<file path="src/rtl/per_demux_pkg.sv">
// Shared constants and the in-flight tracking entry for the peripheral address demux.
package per_demux_pkg;

    localparam logic [31:0] ERR_RDATA = 32'hBADACCE5;
    localparam logic        OPC_OK    = 1'b0;
    localparam logic        OPC_ERR   = 1'b1;

    // Hits always index one of at most 16 targets, so 4 bits of index suffice for any IDX_WIDTH.
    localparam int unsigned IDX_STORE_W = 4;

    typedef struct packed {
        logic                   is_err;
        logic [IDX_STORE_W-1:0] idx;
    } entry_t;

    localparam int unsigned ENTRY_W = $bits(entry_t);

endpackage

</file>
<file path="src/rtl/per_demux_idx_fifo.sv">
// In-order tracking FIFO of granted requests; head is the entry owed the next response.
module per_demux_idx_fifo
    import per_demux_pkg::*;
#(
    parameter int unsigned DEPTH = 4,
    localparam int unsigned CNT_W = $clog2(DEPTH + 1)
) (
    input  logic               clk,
    input  logic               rst,
    input  logic               push,
    input  logic               pop,
    input  logic [ENTRY_W-1:0] wr_entry,
    output logic [ENTRY_W-1:0] head,
    output logic               full,
    output logic               empty,
    output logic [CNT_W-1:0]   count
);

    localparam int unsigned PTR_W = (DEPTH > 1) ? $clog2(DEPTH) : 1;

    logic [ENTRY_W-1:0] mem [DEPTH];
    logic [PTR_W-1:0]   wr_q, rd_q;
    logic [CNT_W-1:0]   cnt_q;
    logic               do_push, do_pop;

    function automatic logic [PTR_W-1:0] next_ptr(input logic [PTR_W-1:0] p);
        return (p == PTR_W'(DEPTH - 1)) ? '0 : p + 1'b1;
    endfunction

    assign full    = (cnt_q == CNT_W'(DEPTH));
    assign empty   = (cnt_q == '0);
    assign count   = cnt_q;
    assign head    = mem[rd_q];
    assign do_push = push && !full;
    assign do_pop  = pop && !empty;

    always_ff @(posedge clk) begin
        if (do_push) begin
            mem[wr_q] <= wr_entry;
        end
    end

    always_ff @(posedge clk) begin
        if (rst) begin
            wr_q  <= '0;
            rd_q  <= '0;
            cnt_q <= '0;
        end else begin
            if (do_push) wr_q <= next_ptr(wr_q);
            if (do_pop)  rd_q <= next_ptr(rd_q);
            cnt_q <= cnt_q + CNT_W'(do_push) - CNT_W'(do_pop);
        end
    end

endmodule

</file>
<file path="src/rtl/per_addr_demux.sv">
// Routes bridge requests by address to NB_SLAVES targets and returns responses in issue order.
// Optional decode-error counter built when PER_DEMUX_ERR_CNT_EN is defined.
module per_addr_demux
    import per_demux_pkg::*;
#(
    parameter int unsigned NB_SLAVES       = 4,
    parameter int unsigned ADDR_WIDTH      = 32,
    parameter int unsigned DATA_WIDTH      = 32,
    parameter int unsigned BE_WIDTH        = DATA_WIDTH / 8,
    parameter int unsigned IDX_LSB         = 10,
    parameter int unsigned IDX_WIDTH       = 4,
    parameter int unsigned MAX_OUTSTANDING = 4
) (
    input  logic                             clk_i,
    input  logic                             rst_i,
    input  logic                             per_slave_req_i,
    input  logic [ADDR_WIDTH-1:0]            per_slave_add_i,
    input  logic                             per_slave_wen_i,
    input  logic [DATA_WIDTH-1:0]            per_slave_wdata_i,
    input  logic [BE_WIDTH-1:0]              per_slave_be_i,
    output logic                             per_slave_gnt_o,
    output logic                             per_slave_r_valid_o,
    output logic                             per_slave_r_opc_o,
    output logic [DATA_WIDTH-1:0]            per_slave_r_rdata_o,
    output logic [NB_SLAVES-1:0]             per_master_req_o,
    output logic [NB_SLAVES*ADDR_WIDTH-1:0]  per_master_add_o,
    output logic [NB_SLAVES-1:0]             per_master_wen_o,
    output logic [NB_SLAVES*DATA_WIDTH-1:0]  per_master_wdata_o,
    output logic [NB_SLAVES*BE_WIDTH-1:0]    per_master_be_o,
    input  logic [NB_SLAVES-1:0]             per_master_gnt_i,
    input  logic [NB_SLAVES-1:0]             per_master_r_valid_i,
    input  logic [NB_SLAVES-1:0]             per_master_r_opc_i,
    input  logic [NB_SLAVES*DATA_WIDTH-1:0]  per_master_r_rdata_i,
    output logic                             busy_o,
    output logic [15:0]                      err_cnt_o
);

    localparam int unsigned           CNT_W    = $clog2(MAX_OUTSTANDING + 1);
    localparam logic [DATA_WIDTH-1:0] ERR_DATA = DATA_WIDTH'(ERR_RDATA);
    localparam logic [IDX_WIDTH:0]    NB_LIM   = (IDX_WIDTH + 1)'(NB_SLAVES);

    logic [IDX_WIDTH-1:0] idx;
    logic                 hit, full, empty, push, pop, err_q, err_d, stray_rvalid;
    logic [CNT_W-1:0]     count;
    logic [ENTRY_W-1:0]   head_raw;
    entry_t               push_e, head_e;
    logic [NB_SLAVES-1:0] sel, head_sel;

    assign idx    = per_slave_add_i[IDX_LSB +: IDX_WIDTH];
    assign hit    = ({1'b0, idx} < NB_LIM);
    assign head_e = entry_t'(head_raw);

    assign per_master_add_o   = {NB_SLAVES{per_slave_add_i}};
    assign per_master_wen_o   = {NB_SLAVES{per_slave_wen_i}};
    assign per_master_wdata_o = {NB_SLAVES{per_slave_wdata_i}};
    assign per_master_be_o    = {NB_SLAVES{per_slave_be_i}};

    always_comb begin
        sel      = '0;
        head_sel = '0;
        for (int unsigned i = 0; i < NB_SLAVES; i++) begin
            sel[i]      = hit && (idx == IDX_WIDTH'(i));
            head_sel[i] = !empty && !head_e.is_err && (head_e.idx == IDX_STORE_W'(i));
        end
    end

    // A full FIFO blocks every request, even if a response pops this very cycle.
    always_comb begin
        per_master_req_o = '0;
        per_slave_gnt_o  = 1'b0;
        if (!full) begin
            if (hit) begin
                per_master_req_o = sel & {NB_SLAVES{per_slave_req_i}};
                per_slave_gnt_o  = per_slave_req_i && |(sel & per_master_gnt_i);
            end else begin
                per_slave_gnt_o  = per_slave_req_i;
            end
        end
    end

    assign push          = per_slave_req_i && per_slave_gnt_o;
    assign push_e.is_err = !hit;
    assign push_e.idx    = IDX_STORE_W'(idx);

    always_comb begin
        per_slave_r_valid_o = 1'b0;
        per_slave_r_opc_o   = OPC_OK;
        per_slave_r_rdata_o = '0;
        if (err_q) begin
            per_slave_r_valid_o = 1'b1;
            per_slave_r_opc_o   = OPC_ERR;
            per_slave_r_rdata_o = ERR_DATA;
        end else begin
            for (int unsigned i = 0; i < NB_SLAVES; i++) begin
                if (head_sel[i]) begin
                    per_slave_r_valid_o = per_master_r_valid_i[i];
                    per_slave_r_opc_o   = per_master_r_opc_i[i];
                    per_slave_r_rdata_o = per_master_r_rdata_i[i*DATA_WIDTH +: DATA_WIDTH];
                end
            end
        end
    end

    assign pop = per_slave_r_valid_o;

    // An error pushed into an empty FIFO is flagged at once, giving a one-cycle error response.
    always_comb begin
        err_d = 1'b0;
        if (!err_q) begin
            err_d = (!empty && head_e.is_err) || (empty && push && !hit);
        end
    end

    always_ff @(posedge clk_i) begin
        if (rst_i) begin
            err_q <= 1'b0;
        end else begin
            err_q <= err_d;
        end
    end

    assign busy_o = (count != '0) || per_slave_req_i;

`ifdef PER_DEMUX_ERR_CNT_EN
    logic [15:0] err_cnt_q;

    always_ff @(posedge clk_i) begin
        if (rst_i) begin
            err_cnt_q <= '0;
        end else if (push && !hit && (err_cnt_q != 16'hFFFF)) begin
            err_cnt_q <= err_cnt_q + 16'd1;
        end
    end

    assign err_cnt_o = err_cnt_q;
`else
    assign err_cnt_o = '0;
`endif

    per_demux_idx_fifo #(
        .DEPTH (MAX_OUTSTANDING)
    ) u_fifo (
        .clk      (clk_i),
        .rst      (rst_i),
        .push     (push),
        .pop      (pop),
        .wr_entry (push_e),
        .head     (head_raw),
        .full     (full),
        .empty    (empty),
        .count    (count)
    );

    assign stray_rvalid = !empty && |(per_master_r_valid_i & ~head_sel);

    a_no_stray_rvalid : assert property (@(posedge clk_i) disable iff (rst_i) !stray_rvalid)
        else $error("r_valid from a target that is not the response head");

endmodule

</file>
<file path="config.mk">
export PLATFORM = sky130hd
export DESIGN_NAME = per_addr_demux
export DESIGN_NICKNAME = d
export VERILOG_FILES = /design/src/rtl/per_demux_pkg.sv /design/src/rtl/per_demux_idx_fifo.sv /design/src/rtl/per_addr_demux.sv
export SDC_FILE = /design/constraint.sdc
export NUM_CORES = 1
export LEC_CHECK = 0
export BUFFER_PORTS_ARGS = -buffer_cell sky130_fd_sc_hd__buf_2
export CAP_MARGIN = 40
export CORE_AREA = 3 3 210 212
export CTS_BUF_LIST = sky130_fd_sc_hd__clkbuf_2
export CTS_CLUSTER_DIAMETER = 30
export CTS_CLUSTER_SIZE = 40
export DETAILED_ROUTE_END_ITERATION = 16
export DIE_AREA = 0 0 213 215
export GPL_ROUTABILITY_DRIVEN = 0
export PLACE_DENSITY_LB_ADDON = 0.1
export SYNTH_ARGS = -nofsm -noshare
export SYNTH_HDL_FRONTEND = slang
export SYNTH_HIERARCHICAL = 1
export SYNTH_SLANG_ARGS = --single-unit
</file>
<file path="constraint.sdc">
create_clock -name clk_i -period 2.95 [get_ports clk_i]
set_input_delay 0.295 -clock clk_i [delete_from_list [all_inputs] [get_ports clk_i]]
set_output_delay 0.295 -clock clk_i [all_outputs]
set_load 0.03 [all_outputs]
</file>
==> Yosys cells after proc, flatten, opt, wreduce, memory -nomap -nowiden <==
Memories as Yosys holds them, arrays and structs flattened. A register that Yosys moved wholly into a read port is not among the register bits.
Cells that the tools add are included.
{ "word_totals": {"reg_bits": 8, "ram_bits": 20, "output_inout_bits": 332, "elab_cells": 74, "n_memories": 1} }
{ "mem_list": {"columns": ["name", "depth", "word_bits", "rd", "rd_clocked_by_memory_dff", "write_ports", "line_no", "source"], "rows": [
  ["u_fifo.mem", 4, 5, 1, 1, 1, "per_demux_idx_fifo.sv:21", "logic [ENTRY_W-1:0] mem [DEPTH];"]
]} }
{ "classes": {"add_sub_neg": 4, "order_cmp": 1, "n_eq_ne": 9, "n_mux": 25, "n_bitwise": 2, "reduce_logical": 28} }
{ "ops": {"columns": ["op", "count"], "rows": [
  ["$mux 32", 5],
  ["$eq 4x2->1 const B", 4],
  ["$logic_and 1x1->1", 16],
  ["$mux 1", 14],
  ["$and 4x4->4", 2],
  ["$eq 4x1->1 const B", 2],
  ["$logic_not 4->1", 2],
  ["$mux 2", 4],
  ["$mux 4", 2],
  ["$add 2x1->2 const B", 2],
  ["$eq 2x2->1 const B", 2],
  ["$logic_not 1->1", 4],
  ["$lt 4x3->1 const B", 1],
  ["$reduce_or 4->1", 1],
  ["$add 3x1->3", 1],
  ["$eq 3x3->1 const B", 1],
  ["$logic_not 3->1", 1],
  ["$reduce_bool 3->1", 1],
  ["$sub 3x1->3", 1],
  ["$logic_or 1x1->1", 2],
  ["$reduce_or 2->1", 1]
]} }

==> Depth between registers and ports, before layout <==
Gate-level depths: netlist of run 1.
{ "logic_depth": {"ltp_word": 12, "mapped_depth": 16, "depth_no_buf": 13} }

==> Modules after synthesis <==
Netlist of run 1, hierarchy kept.
{ "modules_own_cells": {"columns": ["module", "instances", "cells_per_inst", "area_each_um2", "seq_area_each_um2"], "rows": [
  ["per_addr_demux", 1, 471, 3686.0, 20.0],
  ["per_demux_idx_fifo", 1, 76, 1206.2, 780.7]
]} }

==> Worst setup path before layout of run 1 <==
No wires, ideal clock.
{ "synth_timing": {"path_type": "flip-flop to flip-flop", "start": "register with a tool-made name", "end": "register u_fifo.cnt_q[2] (netlist: u_fifo/count[2])", "arrival_time_ns": 3.406, "t_required_ns": 2.835, "slack_ns": -0.570, "stages_incl_launch_ff": 17, "n_path_buf": 3, "period_less_slack_ns": 3.520, "cell_sequence": "dfxtp_1 buf_2 mux4_2 buf_6 buf_6 mux2_2 o22ai_1 nor2_1 o31ai_1 inv_1 ha_1 inv_1 ha_1 fa_1 xnor2_1 xnor2_1 nor2_1"} }
{ "synth_rtl": {"columns": ["item", "line_no", "source"], "rows": [
  ["end signal: assignment", "per_demux_idx_fifo.sv:51", "cnt_q <= cnt_q + CNT_W'(do_push) - CNT_W'(do_pop);"],
  ["end: declaration", "per_demux_idx_fifo.sv:23", "logic [CNT_W-1:0] cnt_q;"]
]} }

==> results of run 1 <==
[power breakdown]
group	total, mW	switching (mW)	internal, mW
registers	0.578	0.0594	0.518
logic	2.46	1.43	1.03
clock network	0.211	0.157	0.0541
total	3.25	1.64	1.61
[synth_stat cells (2+ instances only)]
master    instances  area share, %
a211oi_2         11            2.8
xnor2_1           2           0.36
nor2b_1          12            1.5
nor2_1           27            2.1
a211oi_1         16            2.5
inv_1            10           0.77
mux2_4            5            1.5
mux2_2           37            8.5
buf_6             9            2.1
and3_1            3           0.38
o22ai_1          21            2.7
and2_4            2           0.36
nand2b_1          3           0.38
nor4_1            4           0.51
nor3_1            2           0.20
buf_2             7           0.72
clkbuf_1          4           0.31
mux4_2            6            2.8
buf_4           292             45
edfxtp_1         20             12
mux2i_1          14            2.9
or2_2             2           0.26
dfxtp_1          10            4.1
a21oi_1           2           0.20
and2b_1           3           0.46
nand3_1           2           0.20
ha_1              7            1.8
[stage by stage]
stage	setup slack, ns	TNS (ns)	area, sq um	cells	hold slack (ns)
after detailed placement	-0.1250	-0.1250	4479	1008	0.5397
final	-0.1709	-0.2104	4925	1027	0.1946
after floorplan	-0.1956	-0.2803	5015	562	0.3641
after CTS	-0.1221	-0.1755	4659	1020	0.1761
after global placement	-0.06884	-0.06884	4479	1008	0.5349
after global routing	-0.2825	-4.434	4917	1024	0.1544
[state kept, by name (all words and copies together) (netlist names), named ones only]
register      cells
u_fifo/mem       20
u_fifo/wr_q       2
u_fifo/count      3
u_fifo/rd_q       2
err_q             1
[final cells by class]
class / count / share of cell area (%)
Multi-Input combinational cell: 211 / 41.16
Tap cell: 539 / 13.69
Antenna cell: 5 / 0.2541
Inverter: 10 / 0.7622
Clock inverter: 3 / 0.3303
Sequential cell: 30 / 16.34
Clock buffer: 5 / 0.5081
Timing Repair Buffer: 224 / 26.96
[worst max-delay path: cells and delay by family, from the launching register on]
family / cells / cell delay (ns)
buffers and inverters: 2 / 0.11
and+or+nand+nor: 2 / 0.12
AOI/OAI and AO/OA: 2 / 0.25
DFF: 1 / 0.40
adders and majority gates: 3 / 0.78
muxes: 2 / 1.04
xor gates and xnor gates: 2 / 0.31
[cell families after synthesis]
kind of cell    count (synthesis)  synth area share (%)
compound gates                 53                 8.721
xor+xnor                        2                0.3581
fa+ha+maj                       8                 2.199
buf+inv                       323                 48.75
flops                          30                 16.37
mux                            62                 15.68
other cells                     1               0.07665
simple gates                   68                 7.852
[routing by layer]
layer / global-route usage (%) / wire [um]
met4: 2.329 / 465
met1: 8.312 / 6900
met2: 12.18 / 8685
met5: 0.4310 / 36
met3: 3.208 / 2028
[path summary, 6_finish.rpt]
path	endpoint
setup reg to reg	u_fifo/count[2]$_SDFF_PP0_
hold reg to reg	register
setup / recovery	u_fifo/count[2]$_SDFF_PP0_
hold / removal	u_fifo/mem[0][3]$_DFFE_PP_
[repair_timing]
action | 4_1_cts | 5_1_grt
buffers inserted | 2 | 4
gates resized for setup | 31 | 74
hold buffers | 0 | 0
pin swaps | 5 | 11
cloned | 2 | 0
endpoints found under the setup margin | 17 | 35
==> impl_metrics.tcl, run 1 <==
set metrics [dict create \
    status "finished with violations" \
    violations "setup timing" \
    fp.dieW_um 213 \
    synthDistinctLibCells 41 \
    drt_wl_total_um 18120 \
    synth_cells 547 \
    cts.sinks 30 \
    drt_iter0_markers 122 \
    slowest_stage "mux4_4" \
    maxSlewViolCount 0 \
    rows 75 \
    drtPass1Iterations 4 \
    finalHoldViolCount 0 \
    crit_arrival_ns 3.38 \
    crit_chain "mux4_4 -> mux2_4 -> o22ai_4 -> nor2_4 -> o31ai_4 -> inv_2 -> ha_4 -> inv_2 -> ha_4 -> fa_2 -> xnor2_2 -> xnor2_1 -> nor2_1" \
    rsz0062_at_grt "yes" \
    grt_overflow 0 \
    cp-end-kind "register" \
    vias_per_cell 3.067 \
    port_buffers 202 \
    critPathKind "register to register" \
    mostFrequentLayoutCell "buf_2" \
    power_leakage_nw 2.057 \
    clk_latency_ns 0.39 \
    yosysSeqAreaShare_pct 16.37 \
    htree_levels 2 \
    hpwl_um 15250 \
    path_max_fanout 4 \
    area_delta_synth_final_pct 0.6649 \
    initial_core_util_pct 11.61 \
    cts_tree "done" \
    hold_class "input pin to register" \
    period_share_pct 105.8 \
    crit_path_max_incr_delay_ns 0.69 \
    root_buffer "clkbuf_2" \
    setup_viol 5 \
    setup_slack_ns -0.1709 \
    fillers 4862 \
    power_density_mw_per_mm2 659.9 \
    track_usage_pct 7.302 \
    reg2reg_slack_ns -0.17 \
    synth.ff_latch_count 30 \
    holdCritStartpoint "per_slave_add_i[13]" \
    drive_gt1_share_pct 67.49 \
    worstPathRequired_ns 3.21 \
    multi_input_area_sq_mm 0.002027 \
    grt_pass1_wl_um 24330 \
    cts_buffers 5 \
    total_power_mw 3.250 \
    ff_latch_area_sq_um 804.5 \
    r2r_cells 13 \
    clockBufferDepth 2 \
    async_flop_share_pct 0 \
    mostFrequentLayoutCells "buf_2, buf_4, mux2_2" \
    avgSynthCellArea_sq_um 8.944 \
    fin_util_pct 11.69 \
    fmax_mhz 320.4 \
    synth-edff-count 20 \
    skew_ns 0.03197 \
    synth_area_sq_mm 0.004892 \
    grt_max_degree 40 \
    startpoint_type "register" \
    antenna_left 0 \
    ir_worst_vdd_mv 0.3989 \
    synth_ff_type "edfxtp_1" \
    min_period_ns 3.121 \
    yosysWarnings 6 \
    drcViolationCount 0 \
    die_area_sq_mm 0.04580 \
    maxCapViolCount 0 \
    fin_nets 702 \
    io_pins 544 \
    hold_depth 1 \
    first_global_vias 3252 \
    core-area_sq_mm 0.04213 \
    wl_per_cell_um 17.64 \
    die_h_um 215 \
    clkTransAtPathRegs_ns 0.17 \
    antenna_found_initial 5 \
    via_count 3150 \
]
Note: power is estimated with default switching activity, not from simulation.
==> run 2, diff against run 1 <==
- CORE_AREA: 3 3 210 212 -> 2 2 209 211
- DIE_AREA: 0 0 213 215 -> 0 0 211 213
==> run 2 against run 1 <==
Against the previous run: core utilization down 0.85 points; largest cell class unchanged; count of clock-buffer cells in the layout increased by 1; fmax up 6.0%; cell count is 0.39% lower; critical path depth unchanged; clock power about the same; worst setup slack better by 0.18 ns; non-clock buffer count shrank 6; design area decreased by 6.1%; via count decreased by 3.2%; the flow now finishes without violations; global-route usage down 1.2 points; worst hold slack better by 0.025 ns.
==> impl_metrics.tcl, run 2 (same netlist as run 1, synthesis figures left out) <==
set metrics [dict create \
    die_h_um 213 \
    worstReg2RegEnd "u_fifo/count[2]$_SDFF_PP0_" \
    wl_per_cell_um 14.42 \
    maxCapViolCount 0 \
    hold_slack_ns 0.2200 \
    vias_per_cell 2.979 \
    r2r_cells 13 \
    setup_viol 0 \
    cts_buffers 5 \
    grt_overflow 0 \
    crit_arrival_ns 3.22 \
    rows 76 \
    path_buf_inv 2 \
    via_count 3048 \
    crit_top_cell "inv_1" \
    critical_path_depth 13 \
    holdCritStartpoint "rst_i" \
    maxSlewViolCount 0 \
    io_pins 544 \
    first_global_vias 3239 \
    fin_nets 696 \
    finalHoldViolCount 0 \
    drt_iter0_markers 118 \
    slowest_stage "mux4_2" \
    clk_latency_ns 0.38 \
    clockBufferDepth 2 \
    drt_wl_total_um 14760 \
    hpwl_um 11550 \
    htree_levels 2 \
    grt_pass1_wl_um 20550 \
    hold_class "input pin to register" \
    period_share_pct 99.83 \
    reg2reg_slack_ns 0.005 \
    tightest_slew_ns 0.5369 \
    fmax_mhz 339.5 \
    hold_depth 2 \
    die_area_sq_mm 0.04494 \
    startpoint_type "register" \
    path_max_fanout 3 \
    skew_ns 0.03949 \
    grt_max_degree 56 \
    fp.dieW_um 211 \
    crit_chain "mux4_2 -> mux2_2 -> o22ai_4 -> nor2_4 -> o31ai_4 -> inv_1 -> ha_1 -> inv_1 -> ha_2 -> fa_2 -> xnor2_2 -> xnor2_1 -> nor2_1" \
    cp-end-kind "register" \
    rsz0062_at_grt "yes" \
    power_density_mw_per_mm2 621.1 \
    pwr-share-comb_pct 72.0 \
    use_met1_pct 7.372 \
    slew-limit-headroom_pct 64.20 \
    min_period_ns 2.945 \
    cts_tree "done" \
    track_usage_pct 6.095 \
    swShare_pct 51.45 \
    antenna_left 0 \
    drive_gt1_share_pct 64.36 \
    p_switching_mw 1.478 \
    grtUsageMet3_pct 4.133 \
    drtPass1Iterations 4 \
    mostFrequentLayoutCells "buf_2, mux2_2, buf_4" \
    grt-busiest-layer "met2" \
    drcViolationCount 0 \
    root_buffer "clkbuf_2" \
    clockPowerShare_pct 7.4 \
    placed_area_sq_mm 0.004448 \
    crit_path_max_incr_delay_ns 0.56 \
    core-area_sq_mm 0.04270 \
    cellInternalPower_mw 1.395 \
    largest_reg_flops 20 \
    path_delay_family "multiplexers" \
    p_seq_share_pct 20.5 \
    mostFrequentLayoutCell "buf_2" \
    cts.sinks 30 \
    fin_util_pct 10.83 \
    globalRouteMet2Util_pct 8.938 \
    status "completed" \
    largest-register "u_fifo/mem" \
    ir_worst_vdd_mv 0.1751 \
    hold_buffers 0 \
    area_delta_synth_final_pct -5.447 \
    initial_core_util_pct 11.46 \
    port_buffers 202 \
    worstPathRequired_ns 3.22 \
    critPathKind "register to register" \
    antenna_found_initial 1 \
    n_antenna_cell 0 \
    final_area_sq_mm 0.004626 \
    power_leakage_nw 1.960 \
    clkTransAtPathRegs_ns 0.20 \
    hold-path-endpoint "u_fifo/wr_q[1]$_SDFFE_PP0P_" \
]
run 2: cell count changes in the layout (fill, tap and decap cells not counted), moves of 3 or more:
cell     before  now
mux2_4       13    6
buf_2       170  188
o22ai_1       9   20
buf_6         9    4
o22ai_2       9    0
mux2_2       29   36
buf_12        3    0
buf_4        41   25
diode_2       5    0
run 2: final cells by class:
| cell class | count | area (sq um) |
|---|---|---|
| Clock buffer | 6 | 30.03 |
| Clock inverter | 2 | 8.758 |
| Fill cell | 4924 | 38070 |
| Inverter | 10 | 37.54 |
| Multi-Input combinational cell | 211 | 1874 |
| Sequential cell | 30 | 804.5 |
| Tap cell | 546 | 683.2 |
| Timing Repair Buffer | 218 | 1187 |
run 2: what timing repair did:
item                                    CTS  global route
gates cloned                              2             0
resized for setup                        18            16
endpoints found under the setup margin   34            34
pin swaps                                 0             6
buffers inserted                          0             4
run 2: worst max path at each step:
stage	start	to	slack (ns)
after global placement	register	u_fifo/count[2]$_SDFF_PP0_	0.01
after global routing	register	u_fifo/count[2]$_SDFF_PP0_	-0.15
after detailed placement	register	u_fifo/count[2]$_SDFF_PP0_	-0.02
final	register	u_fifo/count[2]$_SDFF_PP0_	0.005
after floorplan	register	u_fifo/count[2]$_SDFF_PP0_	-0.20
after CTS	register	u_fifo/count[2]$_SDFF_PP0_	-0.03
run 2: stage by stage:
| step | setup TNS [ns] | power (mW) | std cells | setup WS (ns) |
|---|---|---|---|---|
| detailed placement | -0.01597 | 2.626 | 1010 | -0.01597 |
| CTS | -0.03017 | 2.904 | 1020 | -0.03017 |
| floorplan | -0.2803 | 2.734 | 562 | -0.1956 |
| global route | -1.715 | 3.095 | 1023 | -0.1464 |
| finish | 0 | 2.873 | 1023 | 0.004873 |
| global placement | 0 | 2.620 | 1010 | 0.01103 |
run 2: power by group through the flow:
stage          clock network, mW  registers, mW  logic [mW]
2_1_floorplan                  0          0.569        2.16
3_3_place_gp                   0          0.596        2.02
3_5_place_dp                   0          0.595        2.03
4_1_cts                    0.227          0.592        2.09
5_1_grt                    0.242          0.602        2.25
6_report                   0.214          0.590        2.07
run 2: layer usage:
metal	share of wire [%]	routed length, um
met5	0.088	13
met4	0.54	80
met3	15	2220
met2	42	6163
met1	43	6277
==> run 3, diff against run 2 <==
- CORE_AREA: 2 2 209 211 -> 2 2 210 212
- DIE_AREA: 0 0 211 213 -> 0 0 212 214
- SYNTH_HIERARCHICAL: 1 -> not set
==> run 3 against run 2 <==
Against the previous run: first-iteration DRC count increased by 22%; sequential cell count unchanged; sequential share of layout area is 0.57 points lower; sequential power fell by 4.1%; power increased by 1.9%; largest power group unchanged.
==> impl_metrics.tcl, run 3 <==
set metrics [dict create \
    drcViolationCount 0 \
    vias_per_cell 2.899 \
    htree_levels 2 \
    antenna_found_initial 1 \
    placed_area_sq_mm 0.004348 \
    period_share_pct 99.17 \
    fillers 4991 \
    maxCapViolCount 0 \
    synth_xor_area_share_pct 0.3759 \
    hpwl_um 13390 \
    largest-register "u_fifo.mem" \
    synth_area_leaders "buf_4, edfxtp_1, mux2i_1" \
    synth_area_sq_mm 0.004659 \
    grt_pass1_wl_um 22340 \
    synth-simple-area-share_pct 5.720 \
    async_flop_share_pct 0 \
    status "completed" \
    path_max_fanout 4 \
    power_leakage_nw 2.041 \
    setup_viol 0 \
    slowest_stage "mux4_2" \
    min_period_ns 2.926 \
    fin_nets 694 \
    largest_reg_flops 20 \
    avgSynthCellArea_sq_um 8.758 \
    ir_worst_vdd_mv 0.1514 \
    hold_class "input pin to register" \
    yosysWarnings 0 \
    via_count 3076 \
    synthDistinctLibCells 40 \
    mostFrequentLayoutCell "buf_2" \
    synth_most_common_cell "buf_4" \
    antenna_left 0 \
    reg2reg_slack_ns 0.02 \
    mostFrequentLayoutCells "buf_2, mux2i_1, buf_4" \
    fp.dieW_um 212 \
    io_pins 544 \
    critPathKind "register to register" \
    hold_slack_ns 0.2128 \
    cp-end-kind "register" \
    area_delta_synth_final_pct 2.819 \
    synth_area_leader_cell "buf_4" \
    core-area_sq_mm 0.04289 \
    clkTransAtPathRegs_ns 0.19 \
    track_usage_pct 6.604 \
    synth.ff_latch_count 30 \
    finalHoldViolCount 0 \
    yosysSeqAreaShare_pct 17.19 \
    synth_top_family_by_area "buffers and inverters" \
    grt_overflow 0 \
    wl_per_cell_um 15.12 \
    muxShareOfSynthArea_pct 11.09 \
    grt_max_degree 35 \
    clk_latency_ns 0.36 \
    holdCritStartpoint "per_slave_add_i[13]" \
    clockBufferDepth 2 \
    synth-edff-count 20 \
    drt_wl_total_um 16040 \
    port_buffers 202 \
    worstReg2RegEnd "u_fifo.count[2]$_SDFF_PP0_" \
    worstPathRequired_ns 3.23 \
    drive_gt1_share_pct 57.68 \
    total_power_mw 2.928 \
    final_area_sq_mm 0.004791 \
    synth_common_cells "buf_4, mux2i_1, a221o_1, edfxtp_1, o21bai_1" \
    fin_util_pct 11.17 \
    cts.sinks 30 \
    initial_core_util_pct 10.86 \
    cts_buffers 5 \
    power_density_mw_per_mm2 611.2 \
    drtPass1Iterations 4 \
    hold_depth 1 \
    crit_arrival_ns 3.20 \
    skew_ns 0.02080 \
    drt_iter0_markers 144 \
    die_h_um 214 \
    synth_compound_area_share_pct 13.10 \
    first_global_vias 3341 \
    startpoint_type "register" \
    crit_path_max_incr_delay_ns 0.57 \
    maxSlewViolCount 0 \
    root_buffer "clkbuf_2" \
    synth_top_area_share_pct 47.21 \
    crit_chain "mux4_2 -> mux2_4 -> a41oi_2 -> a31oi_2 -> ha_1 -> inv_1 -> ha_2 -> fa_2 -> xnor2_2 -> xnor2_1 -> nor2_1" \
    fmax_mhz 341.8 \
    rsz0062_at_grt "yes" \
    cts_tree "done" \
    r2r_cells 11 \
    synth_ff_type "edfxtp_1" \
    rows 76 \
    synth_cells 532 \
    synthAdderAreaFrac_pct 2.309 \
    hold-path-endpoint "u_fifo.mem[2][3]$_DFFE_PP_" \
    die_area_sq_mm 0.04537 \
]
==> run 3: layer usage <==
metal	share of wire, %	global-route usage (%)
met4	2.9	2.535
met2	46	10.27
met5	0.35	0.9698
met1	40	7.786
met3	11	3.049
==> run 3: critical path, delay by kind of cell (launching register included) <==
family / cells / cell delay (ns)
AO/OA/AOI/OAI: 2 / 0.30
multiplexers: 2 / 0.90
flip-flops: 1 / 0.43
AND/OR/NAND/NOR: 1 / 0.06
buffers and inverters: 1 / 0.04
adder cells (fa/ha/maj): 3 / 0.81
XOR/XNOR: 2 / 0.30
==> run 3: cell type report <==
class / instances / area (sq um) / area share [%]
multi-input cells: 190 / 1707 / 35.62
well taps: 585 / 732.0 / 15.28
clock inverters: 2 / 8.758 / 0.1828
inverters: 16 / 60.06 / 1.254
clock buffers: 6 / 30.03 / 0.6268
flip-flops and latches: 30 / 805.8 / 16.82
repair buffers: 231 / 1445 / 30.16
diodes: 1 / 2.502 / 0.05223
==> run 3: timing repair <==
item                       4_1_cts  5_1_grt
setup buffers                    7        1
hold buffers                     0        0
pin swaps                       10       22
cloned                           1        0
setup endpoints to repair       34       35
gates resized for setup         61       34
==> run 3: per-stage QoR <==
step	std cells	TNS (ns)	setup WS, ns
2_1_floorplan	547	0	0.03524
3_3_place_gp	1044	-0.03388	-0.03388
3_5_place_dp	1044	-0.03806	-0.03806
4_1_cts	1060	-0.2227	-0.03725
5_1_grt	1061	-1.247	-0.1074
6_report	1061	0	0.02440
==> run 3: cells by family (layout without fill, tap and decap cells) <==
group,after synthesis,count (layout)
flip-flops,30,30
buffers and inverters,327,255
multiplexers,44,44
XOR/XNOR,2,2
AO/OA/AOI/OAI,71,71
AND/OR/NAND/NOR,49,49
other,1,17
adder cells (fa/ha/maj),8,8
==> run 3: worst max-delay path by stage <==
stage	endpoint
3_5_place_dp	u_fifo.count[2]$_SDFF_PP0_
2_1_floorplan	u_fifo.count[2]$_SDFF_PP0_
4_1_cts	u_fifo.count[2]$_SDFF_PP0_
5_1_grt	u_fifo.count[2]$_SDFF_PP0_
3_3_place_gp	u_fifo.count[2]$_SDFF_PP0_
6_report	u_fifo.count[2]$_SDFF_PP0_
==> run 3: report_power, final <==
part	switching [mW]	internal, mW	leakage, nW
sequential	0.0457	0.520	0.264
clock	0.156	0.0585	0.0304
combinational	1.19	0.960	1.75
